## src/rtl/ondra_tape_in.sv

```systemverilog
// ondra_tape_in
//
// Cassette (MGF) line-in conditioner feeding the Ondra core's MGF_IN bit.
// Tracks the DC midpoint of raw ADC samples, slices the signal with a
// hysteresis comparator, and rejects glitches with a consecutive-sample
// stability filter before driving a clean registered tape level.
// It also measures half-period length and reports tape activity.
//
// Ports:
//   clk_sys       system clock
//   reset_n       asynchronous active-low reset
//   adc_data      unsigned ADC sample, qualified by adc_valid
//   adc_valid     one-cycle sample strobe
//   invert        polarity swap applied to the comparator result
//   mgf_in        conditioned tape level
//   edge_stb      one-cycle pulse when mgf_in toggles
//   period        samples between the last two toggles (saturating)
//   period_valid  one-cycle pulse when period updates
//   activity      tape signal present
//   mid           current DC midpoint estimate
//
// Pipeline: stage 1 (cycle carrying adc_valid) registers the sample and the
// pre-update midpoint, and advances the DC tracker. Stage 2 (next cycle)
// runs comparator, filter, half-period counter and activity FSM.

module ondra_tape_in #(
    parameter int ADC_W        = 12,
    parameter int HYST         = 64,
    parameter int FILT         = 4,
    parameter int AVG_SHIFT    = 8,
    parameter int IDLE_TIMEOUT = 4096
) (
    input  logic             clk_sys,
    input  logic             reset_n,
    input  logic [ADC_W-1:0] adc_data,
    input  logic             adc_valid,
    input  logic             invert,
    output logic             mgf_in,
    output logic             edge_stb,
    output logic [15:0]      period,
    output logic             period_valid,
    output logic             activity,
    output logic [ADC_W-1:0] mid
);

    localparam int ACC_W = ADC_W + AVG_SHIFT;
    localparam int CMP_W = ADC_W + 2;

    // midscale << AVG_SHIFT == 2^(ADC_W-1+AVG_SHIFT)
    localparam logic [ACC_W-1:0] ACC_RST  = ACC_W'(1) << (ACC_W - 1);
    localparam logic [ADC_W-1:0] MID_RST  = ADC_W'(1) << (ADC_W - 1);
    localparam logic [CMP_W-1:0] HYST_C   = CMP_W'(HYST);
    localparam logic [3:0]       FILT_C   = 4'(FILT);
    localparam logic [15:0]      IDLE_C   = 16'(IDLE_TIMEOUT);

    typedef enum logic {
        QUIET  = 1'b0,
        ACTIVE = 1'b1
    } state_t;

    // Stage 1 state
    logic [ACC_W-1:0] acc;
    logic [ADC_W-1:0] samp_q;
    logic [ADC_W-1:0] mid_q;
    logic             s2_valid;

    // Stage 2 state
    logic             cmp_raw;
    logic [3:0]       stab_cnt;
    logic [15:0]      hp_cnt;
    state_t           state;

    // Combinational helpers
    logic [ACC_W-1:0] acc_next;
    logic [CMP_W-1:0] samp_x;
    logic [CMP_W-1:0] mid_x;
    logic             cmp_next;
    logic             cmp_eff;
    logic [3:0]       stab_inc;
    logic             toggle;
    logic [15:0]      hp_inc;

    assign mid      = acc[ACC_W-1:AVG_SHIFT];
    assign activity = (state == ACTIVE);

    // The result always fits in ACC_W bits, so modular arithmetic is exact.
    assign acc_next = acc + ACC_W'(adc_data) - ACC_W'(mid);

    always_comb begin
        samp_x   = CMP_W'(samp_q);
        mid_x    = CMP_W'(mid_q);
        cmp_next = cmp_raw;
        if (samp_x >= mid_x + HYST_C) begin
            cmp_next = 1'b1;
        end else if (samp_x + HYST_C <= mid_x) begin
            cmp_next = 1'b0;
        end
        // The held comparator value is kept pre-inversion, so an invert
        // change must still pass through the filter before mgf_in moves.
        cmp_eff  = cmp_next ^ invert;
        stab_inc = stab_cnt + 4'd1;
        toggle   = (cmp_eff != mgf_in) && (stab_inc == FILT_C);
        hp_inc   = (hp_cnt == '1) ? hp_cnt : hp_cnt + 16'd1;
    end

    // Stage 1: sample capture and DC tracker
    always_ff @(posedge clk_sys or negedge reset_n) begin
        if (!reset_n) begin
            acc      <= ACC_RST;
            samp_q   <= '0;
            mid_q    <= MID_RST;
            s2_valid <= 1'b0;
        end else begin
            s2_valid <= adc_valid;
            if (adc_valid) begin
                samp_q <= adc_data;
                mid_q  <= mid;
                acc    <= acc_next;
            end
        end
    end

    // Stage 2: comparator, filter, half-period counter and activity FSM
    always_ff @(posedge clk_sys or negedge reset_n) begin
        if (!reset_n) begin
            cmp_raw      <= 1'b0;
            stab_cnt     <= '0;
            hp_cnt       <= '0;
            mgf_in       <= 1'b0;
            edge_stb     <= 1'b0;
            period       <= '0;
            period_valid <= 1'b0;
            state        <= QUIET;
        end else begin
            edge_stb     <= 1'b0;
            period_valid <= 1'b0;
            if (s2_valid) begin
                cmp_raw <= cmp_next;

                if (cmp_eff != mgf_in) begin
                    stab_cnt <= toggle ? 4'd0 : stab_inc;
                end else begin
                    stab_cnt <= '0;
                end

                if (toggle) begin
                    mgf_in   <= ~mgf_in;
                    edge_stb <= 1'b1;
                    hp_cnt   <= 16'd1;
                    // A toggle on the timeout sample keeps the FSM active.
                    if (state == ACTIVE) begin
                        period       <= hp_cnt;
                        period_valid <= 1'b1;
                    end
                    state <= ACTIVE;
                end else begin
                    hp_cnt <= hp_inc;
                    if (state == ACTIVE && hp_inc == IDLE_C) begin
                        state <= QUIET;
                    end
                end
            end
        end
    end

endmodule

```

## config.mk

```make
export PLATFORM = sky130hd
export DESIGN_NAME = ondra_tape_in
export DESIGN_NICKNAME = d
export VERILOG_FILES = /design/src/rtl/ondra_tape_in.sv
export SDC_FILE = /design/constraint.sdc
export NUM_CORES = 1
export LEC_CHECK = 0
export CORE_ASPECT_RATIO = 0.75
export CORE_MARGIN = 1
export CORE_UTILIZATION = 55
export DETAILED_ROUTE_END_ITERATION = 10
export PLACE_DENSITY = 0.74
export SLEW_MARGIN = 30
export SYNTH_ARGS = -nofsm -noshare
export SYNTH_HDL_FRONTEND = slang
export SYNTH_SLANG_ARGS = --single-unit
```

## constraint.sdc

```tcl
create_clock -name clk_sys -period 5.48 [get_ports clk_sys]
set_input_delay 0.548 -clock clk_sys [delete_from_list [all_inputs] [get_ports clk_sys]]
set_output_delay 0.548 -clock clk_sys [all_outputs]
set_load 0.01 [all_outputs]
```

==> impl_summary.txt <==
----------------------------------------------------
[Final layout]
  Signed area change from the synthesized netlist to the final layout ... 13.2%
  Antenna diode count ... 0
  Layout net count ... 721
  Filler cell count in the final layout ... 858
  Footprint of the multi-input gates ... 3270 um2
  Post-route design area ... 6710 um2
  Storage element area ... 2150 um2
  Share of cells above drive strength 1 ... 10.2%

[Setup path]
  Sequence of cells on the critical path ... inv_1 -> nor3_1 -> nand3_1 -> xnor2_1 -> ha_1 -> a211o_1 -> nor2_1 -> a311oi_1 -> a21oi_1 -> a211oi_4 -> nor2_4 -> mux2_4
  Cell count of the worst reg-to-reg path ... 12
  Highest fanout seen on the critical path ... 17
  Critical Path AT ... 4030 ps
  Worst-case register-to-register setup slack ... ~1700 ps
  Critical path buffers and inverters ... 1
  Worst stage delay on the critical path ... 700 ps
  Kind of cell with the highest combined delay on the critical path ... compound AO/OA/AOI/OAI gates
  Data required time at the worst endpoint ... 5710 ps
  Crit end category ... register
  Sort of element at the start of the critical path ... register
  Slowest CP cell ... sky130_fd_sc_hd__a211oi_4
  Crit. path cell count ... 12
  Class of the most critical setup path ... register to register

[Power and ir drop]
  Proportion of power drawn by flip-flops and latches ... 25.3%
  Part of the total power dissipated in the clock network ... 15.3%
  Power dissipated by switching net loads ... 1.98 mW
  Worst-case vdd ir drop ... 473 uV
  Leakage Power ... 3.09 nW
  Net switching fraction of the power ... 44.8%
  Cell Int Power ... 2.43 mW
  Power share of the combinational group ... approximately 59%
  Cell area power density ... about 660 nW/um2

[STA]
  Max Fclk ... 263 MHz
  Transition time at the pin with the least slew margin ... 868 ps
  Final period util ... 69.4%
  Final Hold Fails ... 0
  Shortest period the worst path allows ... 3800 ps
  Unrepaired setup endpoints after global routing ... no
  Slew Limit Fails ... 0
  Clock skew after layout ... 7.59 ps
  Setup TNS after final layout ... 0 ps
  Max transition margin ... 42.2%
  Setup violation total in the final timing report ... 0

[Route]
  Number of remaining DRC errors ... 0
  Average routed wire per standard cell ... about 16 um
  1st-pass router iterations ... 4
  DR iter-0 viols ... 248
  Drt total wl ... about 13000 um
  Number of routed nets with antenna violations ... 0
  Total via count after detailed routing ... around 4500
  Detail-routed via count per cell ... approximately 5.7

[Global route]
  Overall track demand over capacity in global routing ... 24.7%
  Number of global-route vias before repair ... 4428
  Global-route wire length before repair ... ~22000 um
  Gr ovfl total ... 0
  Initial antenna violation count ... 0
  Pin count of the biggest net entering global routing ... 87

[Yosys]
  Post-synth top area cell ... sky130_fd_sc_hd__dfrtp_1
  Summed instance area of the synthesized netlist ... approximately 5900 um2
  Share of the synthesized area in the top cell type ... between 30% and 40%
  Synthesized net count ... 693
  Proportion of register bits with asynchronous set or reset after synthesis ... 100%
  Post-synthesis sequential area ratio ... 36.4%
  Dominant synthesized flop cell ... sky130_fd_sc_hd__dfrtp_1
  Syn. warnings ... 0
  Netlist cell types ... 69
  Top cells by instance count after synthesis ... sky130_fd_sc_hd__dfrtp_1 (84), sky130_fd_sc_hd__inv_1 (81), sky130_fd_sc_hd__nand2_1 (54)
  Flop and latch count out of synthesis ... 86
  Post-Syn Instances ... 622
  Most common cell in the synthesized netlist ... sky130_fd_sc_hd__dfrtp_1
  Ranking of synthesized cells by area ... sky130_fd_sc_hd__dfrtp_1 (35%), sky130_fd_sc_hd__ha_1 (9.1%), sky130_fd_sc_hd__inv_1 (5.1%)
  Post-synthesis average cell area ... approximately 9.5 um2
  Number of enable-type register cells in the synthesized netlist ... 0

[Place]
  Area after detailed placement ... between 6000 and 7000 um2
  Final GP Congestion ... 0.924
  Number of buffers inserted by port buffering ... 47
  Half-perimeter wire length of the detailed placement result ... about 9400 um

[Run status]
  Outcome ... finished, final reports clean

[CTS]
  # clock sinks ... 86
  Resized cells post-CTS ... 0
  CTS H-tree lvls ... 3
  CTS tree ... done
  Insertion delay to the later sink of the worst-skew pair ... 340 ps
  Count of hold buffers inserted by post-cts repair ... 0
  Clock root buffer ... sky130_fd_sc_hd__clkbuf_16
  Number of setup buffers added after CTS ... 0
  Num CTS Buffers ... 9
  Clock slew seen by the registers of the worst setup and hold paths ... 60 ps
  CTS Buffer Depth ... 2

[Run]
  Maximum Capacitance Violations ... 0

[Floorplan]
  Placement row count ... 32
  Number of primary I/O pins ... 48
  Initial Utilization ... approximately 57%
  Floorplan die area ... 11200 um2
  Core box area ... 10400 um2
  Die H ... 91.9 um
  DIE WIDTH ... 122 um

[Min path]
  Hold Path Class ... input port to asynchronous set/reset pin

----------------------------------------------------
power groups by stage:
stage / sequential [mW] / clock (mW) / combinational (mW)
final: 1.12 / 0.673 / 2.62
after global routing: 1.15 / 0.713 / 2.93
after CTS: 1.11 / 0.686 / 2.61
after detailed placement: 1.12 / 0 / 2.58
after global placement: 1.11 / 0 / 2.46
after floorplan: 1.00 / 0 / 2.15
cells by family after synthesis:
kind of cell	after synthesis	share of synthesized area, %
AO/OA/AOI/OAI	134	15.8
XOR/XNOR	33	4.88
adder cells (fa/ha/maj)	55	13.1
buffers and inverters	112	8.32
flip-flops	86	36.4
multiplexers	33	6.76
AND/OR/NAND/NOR	169	14.7
cell type report:
type	count	share of cell area (%)
Multi-Input combinational cell	424	48.8
Sequential cell	86	32.1
Timing Repair Buffer	48	7.07
Inverter	81	4.53
Clock buffer	13	3.88
Tap cell	136	2.54
Clock inverter	3	1.01
worst paths after layout:
| kind | start | endpoint |
|---|---|---|
| min | reset_n | acc[1] |
| min reg2reg | period[2] | period[2] |
| max | mid_q[8] | period[10] |
| min in group clk_sys | period[2] | period[2] |
| max in group asynchronous | reset_n | period[5] |
| max reg2reg | mid_q[8] | period[10] |
through the flow:
stage	total power [mW]	cells	utilization, %	setup WS (ps)	hold WS [ps]
after floorplan	3.15	622	-	2260	252
after global placement	3.57	775	61.5	1560	488
after detailed placement	3.70	775	61.5	1450	495
after CTS	4.41	791	64.7	1730	299
after global routing	4.80	791	64.7	1390	306
final	4.41	791	64.7	1680	224
layer usage:
layer  global-route usage [%]  up-vias  wire (um)
met4                     6.79        0        126
met5                        0        -          0
met3                     4.54       11        537
li1                         -     2215          -
met1                     36.9     2183       6430
met2                     36.4      103       5740
sequential cells by signal, summed over array words and instances, names as in the netlist:
| signal | flops |
|---|---|
| acc | 20 |
| edge_stb | 1 |
| period | 16 |
| mgf_in | 1 |
| cmp_raw | 1 |
| s2_valid | 1 |
| stab_cnt | 4 |
| activity | 1 |
| samp_q | 12 |
| mid_q | 12 |
| hp_cnt | 16 |
| period_valid | 1 |
layout by cell type (no fill, tap or decap), types with 10 or more instances in the layout:
master and instances:
sky130_fd_sc_hd__dfrtp_1 84, sky130_fd_sc_hd__inv_1 81, sky130_fd_sc_hd__nand2_1 54, sky130_fd_sc_hd__clkdlybuf4s50_1 45
sky130_fd_sc_hd__ha_1 43, sky130_fd_sc_hd__o21ai_0 36, sky130_fd_sc_hd__nor2_1 27, sky130_fd_sc_hd__xnor2_1 23
sky130_fd_sc_hd__a21oi_1 22, sky130_fd_sc_hd__nand3_1 21, sky130_fd_sc_hd__mux2_2 20, sky130_fd_sc_hd__nor3_1 12
sky130_fd_sc_hd__a21o_1 12, sky130_fd_sc_hd__fa_1 12, sky130_fd_sc_hd__xor2_1 10
(Power assumes the default switching activity.)
